[config.mk]
export PLATFORM = sky130hd
export DESIGN_NAME = prt_dptx_enc_flat
export DESIGN_NICKNAME = d
export VERILOG_FILES = /design/src/rtl/prt_dptx_enc_pkg.sv /design/src/rtl/prt_dptx_enc_if.sv /design/src/rtl/prt_dptx_enc_sym.sv /design/src/rtl/prt_dptx_enc.sv /design/src/flat_wrapper.sv
export SDC_FILE = /design/constraint.sdc
export NUM_CORES = 1
export LEC_CHECK = 0
export CAP_MARGIN = 0
export CELL_PAD_IN_SITES_DETAIL_PLACEMENT = 1
export CELL_PAD_IN_SITES_GLOBAL_PLACEMENT = 1
export CORE_ASPECT_RATIO = 0.9
export CORE_MARGIN = 10
export CORE_UTILIZATION = 46
export CTS_BUF_LIST = sky130_fd_sc_hd__clkbuf_2 sky130_fd_sc_hd__clkbuf_4 sky130_fd_sc_hd__clkbuf_8
export DETAILED_ROUTE_END_ITERATION = 8
export GPL_ROUTABILITY_DRIVEN = 0
export PLACE_DENSITY = 0.93
export SLEW_MARGIN = 10
export SYNTH_ARGS = -nofsm -noshare
export SYNTH_HDL_FRONTEND = slang
export SYNTH_SLANG_ARGS = --single-unit
[constraint.sdc]
create_clock -name CLK_IN -period 7 [get_ports CLK_IN]
set_input_delay 1.4 -clock CLK_IN [delete_from_list [all_inputs] [get_ports CLK_IN]]
set_output_delay 1.4 -clock CLK_IN [all_outputs]
set_load 0.01 [all_outputs]
[src/rtl/prt_dptx_enc_pkg.sv]
// prt_dptx_enc_pkg: shared constants for the DP TX 8b/10b encoder.
//   - C_SYM_W: width of one encoded line symbol
//   - 5b/6b and 3b/4b code tables in RD- form with their unbalanced flag
//   - valid K-code check and the line-order bit reversal helper
// Table literals are written in transmission order (abcdei / fghj, MSB = first bit).
package prt_dptx_enc_pkg;

  localparam int unsigned C_SYM_W  = 10;
  localparam logic [5:0]  C_K28_6B = 6'b001111;
  localparam logic [3:0]  C_A7_4B  = 4'b0111;

  // {unbalanced, abcdei} for D.x in RD- form
  function automatic logic [6:0] f_5b6b(input logic [4:0] x);
    case (x)
      5'd0:  return {1'b1, 6'b100111};
      5'd1:  return {1'b1, 6'b011101};
      5'd2:  return {1'b1, 6'b101101};
      5'd3:  return {1'b0, 6'b110001};
      5'd4:  return {1'b1, 6'b110101};
      5'd5:  return {1'b0, 6'b101001};
      5'd6:  return {1'b0, 6'b011001};
      5'd7:  return {1'b0, 6'b111000};
      5'd8:  return {1'b1, 6'b111001};
      5'd9:  return {1'b0, 6'b100101};
      5'd10: return {1'b0, 6'b010101};
      5'd11: return {1'b0, 6'b110100};
      5'd12: return {1'b0, 6'b001101};
      5'd13: return {1'b0, 6'b101100};
      5'd14: return {1'b0, 6'b011100};
      5'd15: return {1'b1, 6'b010111};
      5'd16: return {1'b1, 6'b011011};
      5'd17: return {1'b0, 6'b100011};
      5'd18: return {1'b0, 6'b010011};
      5'd19: return {1'b0, 6'b110010};
      5'd20: return {1'b0, 6'b001011};
      5'd21: return {1'b0, 6'b101010};
      5'd22: return {1'b0, 6'b011010};
      5'd23: return {1'b1, 6'b111010};
      5'd24: return {1'b1, 6'b110011};
      5'd25: return {1'b0, 6'b100110};
      5'd26: return {1'b0, 6'b010110};
      5'd27: return {1'b1, 6'b110110};
      5'd28: return {1'b0, 6'b001110};
      5'd29: return {1'b1, 6'b101110};
      5'd30: return {1'b1, 6'b011110};
      default: return {1'b1, 6'b101011};
    endcase
  endfunction

  // {unbalanced, fghj} for D.x.y in RD- form (primary .7)
  function automatic logic [4:0] f_3b4b(input logic [2:0] y);
    case (y)
      3'd0: return {1'b1, 4'b1011};
      3'd1: return {1'b0, 4'b1001};
      3'd2: return {1'b0, 4'b0101};
      3'd3: return {1'b0, 4'b1100};
      3'd4: return {1'b1, 4'b1101};
      3'd5: return {1'b0, 4'b1010};
      3'd6: return {1'b0, 4'b0110};
      default: return {1'b1, 4'b1110};
    endcase
  endfunction

  // {unbalanced, fghj} for K.x.y in RD- form; every K 4b code flips at RD+
  function automatic logic [4:0] f_k3b4b(input logic [2:0] y);
    case (y)
      3'd0: return {1'b1, 4'b1011};
      3'd1: return {1'b0, 4'b0110};
      3'd2: return {1'b0, 4'b1010};
      3'd3: return {1'b0, 4'b1100};
      3'd4: return {1'b1, 4'b1101};
      3'd5: return {1'b0, 4'b0101};
      3'd6: return {1'b0, 4'b1001};
      default: return {1'b1, 4'b0111};
    endcase
  endfunction

  // K28.0-7, K23.7, K27.7, K29.7, K30.7
  function automatic logic f_k_valid(input logic [7:0] dat);
    return (dat[4:0] == 5'd28) ||
           ((dat[7:5] == 3'd7) && ((dat[4:0] == 5'd23) || (dat[4:0] == 5'd27) ||
                                   (dat[4:0] == 5'd29) || (dat[4:0] == 5'd30)));
  endfunction

  // Table order (a at MSB) to bus order (a at bit 0)
  function automatic logic [C_SYM_W-1:0] f_rev10(input logic [C_SYM_W-1:0] v);
    logic [C_SYM_W-1:0] r;
    for (int unsigned n = 0; n < C_SYM_W; n++) r[n] = v[C_SYM_W-1-n];
    return r;
  endfunction

endpackage

[src/rtl/prt_dptx_enc_if.sv]
// prt_dp_tx_lnk_if: per-lane, per-symbol link bus into the 8b/10b encoder.
//   disp_ctl/disp_val/k : [lane][symbol] flags
//   dat                 : [lane][symbol] 8-bit symbol value (HGFEDCBA)
//   src modport drives the bus, snk modport consumes it.
interface prt_dp_tx_lnk_if #(
  parameter int unsigned P_LANES = 2,
  parameter int unsigned P_SPL   = 2
);
  logic [P_LANES-1:0][P_SPL-1:0]      disp_ctl;
  logic [P_LANES-1:0][P_SPL-1:0]      disp_val;
  logic [P_LANES-1:0][P_SPL-1:0]      k;
  logic [P_LANES-1:0][P_SPL-1:0][7:0] dat;

  modport src (output disp_ctl, disp_val, k, dat);
  modport snk (input  disp_ctl, disp_val, k, dat);
endinterface

[src/rtl/prt_dptx_enc_sym.sv]
// prt_dptx_enc_sym: combinational single-symbol 8b/10b encoder.
//   i_rd_in  : running disparity before this symbol (0 = RD-, 1 = RD+)
//   i_k      : control symbol request
//   i_dat    : symbol value HGFEDCBA
//   o_code   : 10-bit code, bit 0 = 'a' (first on the line)
//   o_rd_out : running disparity after this symbol
//   o_kerr   : i_k set with a value that is not a valid K code (encoded as data)
module prt_dptx_enc_sym
  import prt_dptx_enc_pkg::*;
(
  input  logic               i_rd_in,
  input  logic               i_k,
  input  logic [7:0]         i_dat,
  output logic [C_SYM_W-1:0] o_code,
  output logic               o_rd_out,
  output logic               o_kerr
);

  logic [4:0] w_x;
  logic [2:0] w_y;
  logic       w_kvalid, w_kuse, w_u6, w_u4, w_rd_mid, w_a7, w_inv6, w_inv4;
  logic [5:0] w_c6;
  logic [3:0] w_c4;

  always_comb begin
    w_x      = i_dat[4:0];
    w_y      = i_dat[7:5];
    w_kvalid = f_k_valid(i_dat);
    w_kuse   = i_k & w_kvalid;

    if (w_kuse && (w_x == 5'd28)) {w_u6, w_c6} = {1'b1, C_K28_6B};
    else                          {w_u6, w_c6} = f_5b6b(w_x);
    // D.7 is balanced but still has distinct RD-/RD+ forms
    w_inv6   = i_rd_in & (w_u6 | (w_x == 5'd7));
    w_rd_mid = i_rd_in ^ w_u6;

    // Alternate .7 avoids a run of five equal bits across the 6b/4b seam
    w_a7 = (w_y == 3'd7) &&
           (w_rd_mid ? ((w_x == 5'd11) || (w_x == 5'd13) || (w_x == 5'd14))
                     : ((w_x == 5'd17) || (w_x == 5'd18) || (w_x == 5'd20)));

    if (w_kuse) begin
      {w_u4, w_c4} = f_k3b4b(w_y);
      w_inv4       = w_rd_mid;
    end else if (w_a7) begin
      {w_u4, w_c4} = {1'b1, C_A7_4B};
      w_inv4       = w_rd_mid;
    end else begin
      {w_u4, w_c4} = f_3b4b(w_y);
      // D.x.3 is balanced but still has distinct RD-/RD+ forms
      w_inv4       = w_rd_mid & (w_u4 | (w_y == 3'd3));
    end

    o_code   = f_rev10({(w_inv6 ? ~w_c6 : w_c6), (w_inv4 ? ~w_c4 : w_c4)});
    o_rd_out = w_rd_mid ^ w_u4;
    o_kerr   = i_k & ~w_kvalid;
  end

endmodule

[src/rtl/prt_dptx_enc.sv]
// prt_dptx_enc: DP TX 8b/10b encoder stage, one running disparity per lane.
//   RST_IN       : async active-high reset (outputs 0, all RD = RD-)
//   CLK_IN       : clock
//   CTL_LANES_IN : 0 = 2 active lanes, 1 = 4 active lanes
//   LNK_SNK_IF   : link bus (disp_ctl/disp_val/k/dat per lane, per symbol)
//   PHY_DAT_OUT  : lane i symbol j at [(i*P_SPL+j)*10 +: 10], symbol 0 sent first
//   STA_KERR_OUT : per-lane pulse, invalid K code seen in that output cycle
// Latency is two clocks: input register, then encode + output register.
module prt_dptx_enc
  import prt_dptx_enc_pkg::*;
#(
  parameter int unsigned P_LANES = 2,
  parameter int unsigned P_SPL   = 2
)(
  input  logic                               RST_IN,
  input  logic                               CLK_IN,
  input  logic                               CTL_LANES_IN,
  prt_dp_tx_lnk_if.snk                       LNK_SNK_IF,
  output logic [P_LANES*P_SPL*C_SYM_W-1:0]   PHY_DAT_OUT,
  output logic [P_LANES-1:0]                 STA_KERR_OUT
);

  localparam int unsigned C_LANE_W = P_SPL * C_SYM_W;

  logic                                 r_lanes;
  logic [P_LANES-1:0][P_SPL-1:0]        r_disp_ctl, r_disp_val, r_k;
  logic [P_LANES-1:0][P_SPL-1:0][7:0]   r_dat;
  logic [P_LANES-1:0]                   r_rd;

  logic [P_LANES-1:0][C_LANE_W-1:0]     w_lane_code;
  logic [P_LANES-1:0]                   w_lane_rd, w_lane_kerr, w_lane_en;

  always_ff @(posedge CLK_IN or posedge RST_IN) begin
    if (RST_IN) begin
      r_lanes    <= 1'b0;
      r_disp_ctl <= '0;
      r_disp_val <= '0;
      r_k        <= '0;
      r_dat      <= '0;
    end else begin
      r_lanes    <= CTL_LANES_IN;
      r_disp_ctl <= LNK_SNK_IF.disp_ctl;
      r_disp_val <= LNK_SNK_IF.disp_val;
      r_k        <= LNK_SNK_IF.k;
      r_dat      <= LNK_SNK_IF.dat;
    end
  end

  // RD chains through the symbols of a lane in transmission order; a forced
  // disparity replaces the chained value for that symbol only.
  for (genvar i = 0; i < P_LANES; i++) begin : g_lane
    logic [P_SPL:0]   w_rd;
    logic [P_SPL-1:0] w_kerr;

    assign w_rd[0] = r_rd[i];

    for (genvar j = 0; j < P_SPL; j++) begin : g_sym
      logic w_rd_sel;
      assign w_rd_sel = r_disp_ctl[i][j] ? r_disp_val[i][j] : w_rd[j];

      prt_dptx_enc_sym u_sym (
        .i_rd_in  (w_rd_sel),
        .i_k      (r_k[i][j]),
        .i_dat    (r_dat[i][j]),
        .o_code   (w_lane_code[i][j*C_SYM_W +: C_SYM_W]),
        .o_rd_out (w_rd[j+1]),
        .o_kerr   (w_kerr[j])
      );
    end

    assign w_lane_rd[i]   = w_rd[P_SPL];
    assign w_lane_kerr[i] = |w_kerr;
  end

  // Lanes 0-1 are always active; lanes 2-3 follow the registered lane count.
  always_comb begin
    w_lane_en = '0;
    for (int unsigned i = 0; i < P_LANES; i++) w_lane_en[i] = (i < 2) || r_lanes;
  end

  always_ff @(posedge CLK_IN or posedge RST_IN) begin
    if (RST_IN) begin
      PHY_DAT_OUT  <= '0;
      STA_KERR_OUT <= '0;
      r_rd         <= '0;
    end else begin
      for (int unsigned i = 0; i < P_LANES; i++) begin
        if (w_lane_en[i]) begin
          PHY_DAT_OUT[i*C_LANE_W +: C_LANE_W] <= w_lane_code[i];
          STA_KERR_OUT[i]                     <= w_lane_kerr[i];
          r_rd[i]                             <= w_lane_rd[i];
        end else begin
          PHY_DAT_OUT[i*C_LANE_W +: C_LANE_W] <= '0;
          STA_KERR_OUT[i]                     <= 1'b0;
          r_rd[i]                             <= 1'b0;
        end
      end
    end
  end

endmodule

[src/flat_wrapper.sv]
// flat-port wrapper written by rule: the top's interface ports become plain ports
module prt_dptx_enc_flat import prt_dptx_enc_pkg::*;
#(
  parameter int unsigned P_LANES = 2,
  parameter int unsigned P_SPL   = 2
)
  (RST_IN, CLK_IN, CTL_LANES_IN, PHY_DAT_OUT, STA_KERR_OUT, LNK_SNK_IF_disp_ctl, LNK_SNK_IF_disp_val, LNK_SNK_IF_k, LNK_SNK_IF_dat);
  prt_dp_tx_lnk_if #(.P_LANES(P_LANES), .P_SPL(P_SPL)) LNK_SNK_IF_i ();
  input  logic RST_IN;
  input  logic CLK_IN;
  input  logic CTL_LANES_IN;
  output logic [P_LANES*P_SPL*C_SYM_W-1:0] PHY_DAT_OUT;
  output logic [P_LANES-1:0] STA_KERR_OUT;
  input wire logic [$bits(LNK_SNK_IF_i.disp_ctl)-1:0] LNK_SNK_IF_disp_ctl;
  input wire logic [$bits(LNK_SNK_IF_i.disp_val)-1:0] LNK_SNK_IF_disp_val;
  input wire logic [$bits(LNK_SNK_IF_i.k)-1:0] LNK_SNK_IF_k;
  input wire logic [$bits(LNK_SNK_IF_i.dat)-1:0] LNK_SNK_IF_dat;
  assign LNK_SNK_IF_i.disp_ctl = LNK_SNK_IF_disp_ctl;
  assign LNK_SNK_IF_i.disp_val = LNK_SNK_IF_disp_val;
  assign LNK_SNK_IF_i.k = LNK_SNK_IF_k;
  assign LNK_SNK_IF_i.dat = LNK_SNK_IF_dat;
  prt_dptx_enc #(.P_LANES(P_LANES), .P_SPL(P_SPL)) u_core (.RST_IN(RST_IN), .CLK_IN(CLK_IN), .CTL_LANES_IN(CTL_LANES_IN), .LNK_SNK_IF(LNK_SNK_IF_i), .PHY_DAT_OUT(PHY_DAT_OUT), .STA_KERR_OUT(STA_KERR_OUT));
endmodule
==> results by stage <==
Die:
- The chip width is 141 µm.
- The cell row count is 39.
- In this run the count of I/O pins placed on the die edge is 89.
- The die footprint is 0.0182 mm².
- In this run the standard cell core region covers 0.0128 mm².
- The effective utilization at floorplan is 47.4%.
- In this run the vertical extent of the chip is 129 µm.

Logic synthesis:
- The synthesis warning total is 0.
- The fraction of the mapped netlist area in compound gates is 21.0%.
- The multiplexer share of the synthesized area is 6.79%.
- Yosys mapped a number of flops with a built-in enable equal to 0.
- The synthesized cell area is 0.00606 mm².
- When the netlist entered floorplanning its net count stood at 754.
- The biggest area contributor in the post-synthesis netlist is sky130_fd_sc_hd__dfrtp_1.
- Summing the areas of all and, or, nand and nor instances in the mapped netlist gives 18.2% of the synthesized area.
- The average cell area after synthesis is 8.95 µm².
- The post-synthesis async set-or-reset flop share is 100%.
- Ranked by instance count, the synthesized netlist is headed by sky130_fd_sc_hd__dfrtp_1 (88), sky130_fd_sc_hd__nand2_1 (61), sky130_fd_sc_hd__nor2_1 (46), sky130_fd_sc_hd__o21ai_0 (44), sky130_fd_sc_hd__a21oi_1 (35).
- The xor/xnor share of the synthesized area is 5.87%.
- After synthesis, the cell types taking the most area are sky130_fd_sc_hd__dfrtp_1 (36%), sky130_fd_sc_hd__ha_1 (6.2%), sky130_fd_sc_hd__nand2_1 (3.8%).
- By instance count, the leading cell after synthesis is sky130_fd_sc_hd__dfrtp_1.
- The count of distinct cell types in the synthesized netlist is 78.
- The primary flip-flop cell chosen by synthesis mapping is sky130_fd_sc_hd__dfrtp_1.
- In this run the biggest area consumer among cell types represents 36.3% of the synthesized area.
- The instance count of the mapped netlist is 677.
- The flop and latch count out of synthesis is 88.
- The synthesized netlist devotes 6.71% of its cell area to adder and majority cells.
- After synthesis, the largest family of logic cells by area is compound AO/OA/AOI/OAI gates.
- The share of the Yosys chip area taken by registers is 36.3%.

Hold path:
- Along the worst hold path, the cell count comes to 1.
- The type of the worst min-delay path is flip-flop to flip-flop.

Global route:
- The first-pass GRT wire length is 28200 µm.
- The number of global-route vias before repair is 5654.
- For this run the aggregate overflow at the end of global routing stands at 0.
- The aggregate global-route resource usage is 18.5%.
- The initial antenna violation count is 0.
- Entering global routing, the biggest net connects 89 pins.

Route:
- The pre-antenna-repair detailed-routing pass consisted of 5 iterations.
- After detailed routing, the average wire length per cell comes to 18.7 µm.
- Once detail routing completed, the nets flagged for antenna violations numbered 0.
- In the routed layout, each cell is associated on average with a via count of 5.96.
- Across all layers, the routed design uses 5378 vias.
- The total DRC errors in the routed layout is 0.
- In this run, the number of DRC markers left after iteration 0 of detailed routing was 303.
- The aggregate routed wire length is 16900 µm.

Clock tree:
- The maximum root-to-sink buffer count is 2.
- At the later pin of the worst-skew pair, clock insertion delay measures 380 ps.
- The depth of the CTS H-tree is 3.
- The clock tree root driver cell is sky130_fd_sc_hd__clkbuf_8.
- TritonCTS built the clock tree.
- The total number of clock tree sinks is 88.
- The setup fix buffers added after clock tree synthesis is 0.
- Hold repair after CTS inserted 0 buffers.
- Clock-pin slew was measured on the worst setup and hold paths at 90 ps.
- The total CTS buffers is 9.
- In this run, post-CTS repair resized a total of 0 instances.

Final layout:
- The post-synthesis to final-layout area growth is 18.2%.
- The final layout contains 811 nets.
- The final cell count without fillers is 903.
- The final-layout fill cell count is 1479.
- The antenna diode count is 0.
- The finished layout cell area is 0.00716 mm².
- The fraction of final layout cells with drive strength greater than 1 is 6.36%.

Worst setup path:
- Measured in cells, the most critical reg-to-reg path has a length of 7.
- The sort of element at the start of the critical path is a flip-flop.
- Data on the critical path arrives at its endpoint at 3660 ps.
- The critical path required time is 7260 ps.
- The worst-path maximum fanout is 24.
- The class of the most critical setup path is flip-flop to flip-flop.
- The nature of the critical path endpoint is a flip-flop.

Timing:
- The number of hold-slack violations in the final timing report was 0.
- The number of pins with negative max-slew slack in the final report is 0.
- After routing, the total negative slack on setup checks comes to 0 ps.
- For the finished layout, the period the worst path requires is 3400 ps.
- After layout, the worst path uses 48.5% of the clock period.
- For the pin with the worst max-slew slack, the measured transition is 1110 ps.
- The worst clock skew on the final layout is 13.3 ps.
- The setup violation total in the final timing report is 0.
- Setup repair after global routing left no endpoint under its margin.
- The relative max-transition margin is 26.3%.
- The maximum operating frequency is 294 MHz.

Power and ir drop:
- For this design the static power due to leakage is 0.00291 µW.
- IR analysis of the VDD net gives a maximum drop of 149 µV.
- Dividing total power by cell area gives a power density of 213 mW/mm².
- Summing internal, switching and leakage power gives 1530 µW.

Place:
- The total instance count after detailed placement is 887.
- The post-DP HPWL is 12600 µm.
- Summing all placed instances gives a cell area of 0.00695 mm².
- The total of buffers placed on input and output ports is 87.

Job:
- Max-cap violations in this run came to 0.

Outcome:
- The run finished with clean final reports.
-- registers in the layout, indices dropped and copies added (netlist names) --
register / flops
u_core.r_disp_val: 4
u_core.r_rd: 2
u_core.r_k: 4
u_core.STA_KERR_OUT: 2
u_core.r_disp_ctl: 4
u_core.PHY_DAT_OUT: 40
u_core.r_dat: 32
-- per-layer routing --
metal | share of wire [%] | GRT usage (%)
met1 | 43 | 21.8
met2 | 51 | 32.2
met3 | 5.1 | 4.93
met4 | 1.9 | 6.25
met5 | 0 | 0
-- final timing paths --
path / end / startpoint / slack [ps]
setup / recovery: u_core.PHY_DAT_OUT[16] / u_core.r_dat[3] / 3600
hold / removal: u_core.STA_KERR_OUT[1] / u_core.r_k[2] / 520
setup reg to reg: u_core.PHY_DAT_OUT[16] / u_core.r_dat[3] / 3600
hold reg to reg: u_core.STA_KERR_OUT[1] / u_core.r_k[2] / 520
max in group asynchronous: u_core.r_dat[18] / RST_IN / 4570
min in group asynchronous: u_core.STA_KERR_OUT[0] / RST_IN / 1680
-- worst max-delay path, stage by stage, from the launching register on --
cell and delay, ps:
sky130_fd_sc_hd__dfrtp_1 830, sky130_fd_sc_hd__inv_1 340, sky130_fd_sc_hd__nor4_1 700, sky130_fd_sc_hd__nor3_1 190, sky130_fd_sc_hd__mux2i_1 290, sky130_fd_sc_hd__nand3_2 250, sky130_fd_sc_hd__xnor2_2 300, sky130_fd_sc_hd__mux2_1 360
-- kinds of logic after synthesis --
| family | count (synthesis) |
|---|---|
| simple gates | 224 |
| compound gates | 187 |
| flops | 88 |
| buf+inv | 73 |
| xor+xnor | 38 |
| mux | 34 |
| fa+ha+maj | 33 |
-- power by group --
group | leakage, µW | internal, µW | total (µW) | switching, µW
sequential | 0.00102 | 585 | 646 | 60.9
clock | 0.000109 | 192 | 366 | 174
combinational | 0.00178 | 258 | 515 | 257
total | 0.00291 | 1030 | 1530 | 492
-- cell usage in the layout, fill, tap and decap left out, types with 19 or more instances in the layout --
cell	Yosys	routed
sky130_fd_sc_hd__dfrtp_1	88	88
sky130_fd_sc_hd__clkdlybuf4s50_1	0	87
sky130_fd_sc_hd__nand2_1	61	61
sky130_fd_sc_hd__nor2_1	46	46
sky130_fd_sc_hd__o21ai_0	44	44
sky130_fd_sc_hd__a21oi_1	35	35
sky130_fd_sc_hd__ha_1	30	30
sky130_fd_sc_hd__inv_1	30	29
sky130_fd_sc_hd__nand3_1	26	26
sky130_fd_sc_hd__nor3_1	25	25
sky130_fd_sc_hd__mux2i_1	22	22
sky130_fd_sc_hd__xor2_1	19	19
-- stage by stage --
step                      util, %  hold WS, ps  setup slack, ps
after CTS                    56.0          532             3640
after detailed placement     54.4          509             3680
after floorplan                 -          488             3320
final                        56.0          524             3600
after global routing         56.0          569             3350
after global placement       54.4          529             3900
-- area by class of cell --
class	count	area [µm²]	share of cell area, %
Sequential cell	88	2200	30.8
Tap cell	164	205	2.87
Clock buffer	14	168	2.34
Clock inverter	2	38.8	0.542
Timing Repair Buffer	88	878	12.3
Inverter	31	118	1.64
Multi-Input combinational cell	516	3550	49.6
No activity file was read; power rests on OpenSTA's default activity.
